===== src/rtl/nto1_mux_pkg.sv =====
// nto1_mux_pkg: shared types and helpers for the N-to-1 arbitrating mux.
// Provides the mode enum and a modulo-N index increment.
package nto1_mux_pkg;

   typedef enum logic {
      MODE_FIXED = 1'b0,
      MODE_RR    = 1'b1
   } mux_mode_e;

   function automatic int unsigned next_idx(
      input int unsigned idx,
      input int unsigned n
   );
      return (idx + 1 >= n) ? 0 : idx + 1;
   endfunction

endpackage


===== src/rtl/nto1_arb_mux_rr_arbiter.sv =====
// rr_arbiter: round-robin arbiter owning last_grant (reset to N-1).
// Ports: clk, rst, req[N], advance (commit current grant) -> grant[N] one-hot.
module rr_arbiter
   import nto1_mux_pkg::*;
#(
   parameter int N = 4
) (
   input  logic         clk,
   input  logic         rst,
   input  logic [N-1:0] req,
   input  logic         advance,
   output logic [N-1:0] grant
);

   localparam int SW = $clog2(N);

   logic [SW-1:0] last_grant;
   int unsigned   idx;
   int unsigned   gidx;
   logic          found;

   // Search starts just past last_grant and visits last_grant itself last.
   always_comb begin
      grant = '0;
      found = 1'b0;
      gidx  = 0;
      idx   = 32'(last_grant);
      for (int k = 0; k < N; k++) begin
         idx = next_idx(idx, N);
         if (!found && req[idx]) begin
            grant[idx] = 1'b1;
            gidx       = idx;
            found      = 1'b1;
         end
      end
   end

   always_ff @(posedge clk) begin
      if (rst) begin
         last_grant <= SW'(N - 1);
      end else if (advance && found) begin
         last_grant <= SW'(gidx);
      end
   end

endmodule


===== src/rtl/nto1_arb_mux.sv =====
// nto1_arb_mux: registered N-to-1 mux, fixed-select or round-robin arbitration.
// Ports: ip/ip_valid/ip_ready per channel, mode, sel -> out/out_valid/out_ready/out_sel.
module nto1_arb_mux
   import nto1_mux_pkg::*;
#(
   parameter int N = 4,
   parameter int W = 8
) (
   input  logic                 clk,
   input  logic                 rst,
   input  logic [N-1:0][W-1:0]  ip,
   input  logic [N-1:0]         ip_valid,
   output logic [N-1:0]         ip_ready,
   input  logic                 mode,
   input  logic [$clog2(N)-1:0] sel,
   output logic [W-1:0]         out,
   output logic                 out_valid,
   input  logic                 out_ready,
   output logic [$clog2(N)-1:0] out_sel
);

   localparam int SW = $clog2(N);

   logic          load_en;
   logic          is_rr;
   logic [N-1:0]  fixed_grant;
   logic [N-1:0]  rr_grant;
   logic [N-1:0]  grant;
   logic [SW-1:0] gidx;
   logic          rr_advance;

   assign is_rr   = (mode == MODE_RR);
   assign load_en = !out_valid || out_ready;

   // sel can exceed N-1 when N is not a power of two; that grants nothing.
   always_comb begin
      fixed_grant = '0;
      if (int'(sel) < N) begin
         fixed_grant[sel] = ip_valid[sel];
      end
   end

   rr_arbiter #(
      .N (N)
   ) u_rr (
      .clk     (clk),
      .rst     (rst),
      .req     (ip_valid),
      .advance (rr_advance),
      .grant   (rr_grant)
   );

   // Grants only count when the output stage can take a beat and not in reset.
   assign grant    = (is_rr ? rr_grant : fixed_grant)
                   & {N{load_en && !rst}};
   assign ip_ready = grant;

   assign rr_advance = is_rr && |(ip_valid & ip_ready);

   always_comb begin
      gidx = '0;
      for (int i = 0; i < N; i++) begin
         if (grant[i]) begin
            gidx = SW'(i);
         end
      end
   end

   always_ff @(posedge clk) begin
      if (rst) begin
         out       <= '0;
         out_valid <= 1'b0;
         out_sel   <= '0;
      end else if (load_en) begin
         if (|grant) begin
            out       <= ip[gidx];
            out_sel   <= gidx;
            out_valid <= 1'b1;
         end else begin
            out_valid <= 1'b0;
         end
      end
   end

endmodule

===== config.mk =====
export PLATFORM = sky130hd
export DESIGN_NAME = nto1_arb_mux
export DESIGN_NICKNAME = d
export VERILOG_FILES = /design/src/rtl/nto1_mux_pkg.sv /design/src/rtl/nto1_arb_mux_rr_arbiter.sv /design/src/rtl/nto1_arb_mux.sv
export SDC_FILE = /design/constraint.sdc
export NUM_CORES = 1
export LEC_CHECK = 0
export ABC_CLOCK_PERIOD_IN_PS = 3900
export CAP_MARGIN = 10
export CORE_MARGIN = 10
export CORE_UTILIZATION = 40
export CTS_CLUSTER_DIAMETER = 200
export DETAILED_ROUTE_END_ITERATION = 6
export GPL_TIMING_DRIVEN = 1
export PLACE_DENSITY = 0.83
export SETUP_SLACK_MARGIN = 0.1
export SLEW_MARGIN = 20
export SYNTH_ARGS = -nofsm -noshare
export SYNTH_HDL_FRONTEND = slang
export SYNTH_HIERARCHICAL = 1
export SYNTH_SLANG_ARGS = --single-unit

===== constraint.sdc =====
create_clock -name clk -period 3.9 [get_ports clk]
set_input_delay 0.39 -clock clk [delete_from_list [all_inputs] [get_ports clk]]
set_output_delay 0.39 -clock clk [all_outputs]
set_load 0.1 [all_outputs]

==> impl_metrics.toml <==
[cts]
clockBufferDepth = 2
clk_pin_slew_ns = 0.06
root_buffer = "clkbuf_8"
cts_buffers = 3
cts_max_level = 1
cts_tree = "done"
clk_latency_ns = 0.25
cts.hold.buffers_added = 0
clock_sinks = 13

[synth]
synthArstFlopShare_pct = 0
synthCells = 159
syn_nets = 210
netlist_area_um2 = 1480
ys_seq_elements = 13
synth_cell_types = 52
synth-seq-area-share_pct = 17.6
synth_area_per_cell_um2 = 9.28
yosys_most_used_dff = "dfxtp_1"
synth_edf_count = 0
yosysWarnings = 6

[power_and_ir_drop]
power.leakage_nw = 0.918
p_per_area_nw_per_um2 = 367
power_mw = 0.890
peakVddDrop_mv = 0.271

[die]
coreArea_um2 = 3610
start_util_pct = 40.9
io_pins = 57
die_area_um2 = 6520
die_y_um = 80.7
rows = 22
fp.dieW_um = 80.7

[critical_path]
end_kind = "primary output"
worstSetupStartpointType = "flop"
r2r_slack_ns = 0.22
worstSetupPathType = "flop to primary output"
worstSetupStartpoint = "u_rr/last_grant[0]"
crit_fanout = 7
crit_required_ns = 3.51
cp.arrival_ns = 3.33
timing.rr.end = "out[1]"
r2r_cells = 15
reg2reg_from = "u_rr/last_grant[0]"

[sta]
rsz0062_at_grt = "true"
slew_headroom_pct = 32.6
hold_violations = 0
fin_crit_ns = 3.72
drv_slew = 0
setup_viol = 0
fin_crit_sh_pct = 95.4
clock_skew_ns = 0.00428
worstMarginPinSlew_ns = 1.01
max_freq_ghz = 0.269

[final_layout]
nets = 290
drive_gt1_share_pct = 33.2
nFillCells = 265
areaGrowthSynthToFinish_pct = 64.3
ff_latch_area_um2 = 265
diodes = 0
multiInputGateArea_um2 = 1200
fin_area_um2 = 2420
instances_no_fill = 286

[route]
vias_per_cell = 5.85
drtPass1Iterations = 4
wire_per_inst_um = 19.6
route.detailed.drc = 0
drt_wl_total_mm = 5.60
wl_met3_um = 454
met2_length_mm = 2.80
first_iter_violations = 232
routed.top_layer = "met4"
drtAntennaViolNets = 0
num_vias = 1674
wl_met1_mm = 2.25

[global_routing]
grt_max_degree = 13
grt_pass1_vias = 1594
grt_use_total_pct = 15.5
overflow = 0
antenna_found_initial = 0
grt_pass1_wl_mm = 8.06

[placed_design]
dp_hpwl_mm = 4.04
dp_cells = 265
dpl_cell_area_um2 = 2200
port_buffers = 56
gp_congestion = 0.897

[job]
cap_violations = 0

[run_status]
status = "finished clean"

[worst_hold_path]
hold_end = "out_sel[1]"
hold_path_depth = 1
hold_path.startpoint = "out_sel[1]"
min_path_type = "flop to flop"
-- layout make-up --
type                    count  area share (%)
inverters                   7            1.08
clock buffers               3            1.70
clock inverters             1           0.207
repair buffers             84            33.9
flip-flops and latches     13            10.9
multi-input cells         130            49.7
well taps                  48            2.48
-- cell usage in the layout, fill, tap and decap left out, types with 2 or more instances in the layout --
cell type	Yosys	layout
clkdlybuf4s50_1	0	52
buf_4	1	26
a21oi_1	17	16
dfxtp_1	13	11
nand2_1	8	8
o22ai_1	8	8
o221ai_2	8	8
a221oi_2	8	8
mux2i_1	10	8
nor2_1	9	7
inv_1	6	6
ha_1	7	6
nand3_1	5	5
nand3b_1	4	4
buf_12	0	4
nor2b_1	3	3
clkbuf_8	0	3
a221o_1	3	3
o21a_1	2	2
nor2_2	1	2
and2_1	3	2
nor3_1	3	2
-- how the worst max path moves through the flow --
| stage | cells past startpoint | to | slack (ns) |
|---|---|---|---|
| finish | 12 | ip_ready[1] | 0.18 |
| global route | 15 | out[1] | 0.05 |
| CTS | 12 | ip_ready[1] | 0.13 |
| detailed placement | 15 | out[2] | 0.12 |
| global placement | 15 | out[2] | 0.19 |
| floorplan | 12 | out[0] | -0.45 |
-- worst max-delay path: stages (launching register included) --
cell and delay [ns]:
dfxtp_4 0.38, ha_4 0.18, nor2_4 0.12, fa_1 0.48
or2_4 0.29, o211a_4 0.28, nor4b_4 0.33, buf_4 0.17
a221o_1 0.21, nor2b_4 0.06, a2111oi_4 0.17, buf_4 0.21
buf_12 0.18
-- flip-flops by register name, summed over array words and instances (netlist names) --
register         count
out                  8
out_sel              2
u_rr/last_grant      2
out_valid            1
-- cell usage after synthesis (3+ instances only) --
| cell type | n | area (um^2) |
|---|---|---|
| a21oi_1 | 17 | 85.1 |
| dfxtp_1 | 13 | 260 |
| mux2i_1 | 10 | 100 |
| nor2_1 | 9 | 33.8 |
| a221oi_2 | 8 | 120 |
| nand2_1 | 8 | 30.0 |
| o221ai_2 | 8 | 120 |
| o22ai_1 | 8 | 50.1 |
| ha_1 | 7 | 87.6 |
| inv_1 | 6 | 22.5 |
| nand3_1 | 5 | 25.0 |
| clkbuf_1 | 4 | 15.0 |
| nand3b_1 | 4 | 30.0 |
| a221o_1 | 3 | 30.0 |
| and2_1 | 3 | 18.8 |
| nor2b_1 | 3 | 18.8 |
| nor3_1 | 3 | 15.0 |
-- metrics by stage --
step	setup WS, ns	hold slack (ns)	utilization [%]	setup TNS [ns]
after floorplan	-0.447	0.484	-	-4.42
after global placement	0.187	0.459	61.0	0
after detailed placement	0.116	0.491	61.0	0
after CTS	0.129	0.513	63.6	0
after global routing	0.0513	0.532	67.2	0
final	0.178	0.502	67.2	0
-- routing by layer --
layer / vias to the layer above / global-route usage, %
li1: 789 / -
met1: 804 / 19.0
met2: 70 / 25.0
met3: 11 / 5.30
met4: 0 / 5.02
met5: - / 0
-- power breakdown --
| part | internal, mW | switching (mW) | total, mW |
|---|---|---|---|
| registers | 0.154 | 0.0135 | 0.167 |
| logic | 0.233 | 0.360 | 0.593 |
| clock network | 0.0709 | 0.0588 | 0.130 |
| total | 0.458 | 0.433 | 0.890 |
-- cell families (layout without fill, tap and decap cells) --
family	after synthesis	in the layout	share of synthesized area, %
AO/OA/AOI/OAI	65	65	41.1
AND/OR/NAND/NOR	44	44	17.1
adder cells (fa/ha/maj)	9	9	8.65
buffers and inverters	16	95	6.95
flip-flops	13	13	17.6
multiplexers	12	12	8.57
-- what timing repair did --
| item | in CTS | in global routing |
|---|---|---|
| pin swaps | 4 | 12 |
| setup endpoints to repair | 3 | 12 |
| hold endpoints to repair | 0 | 0 |
| resized for setup | 3 | 10 |
| buffers inserted | 4 | 13 |
(Power assumes the default switching activity.)
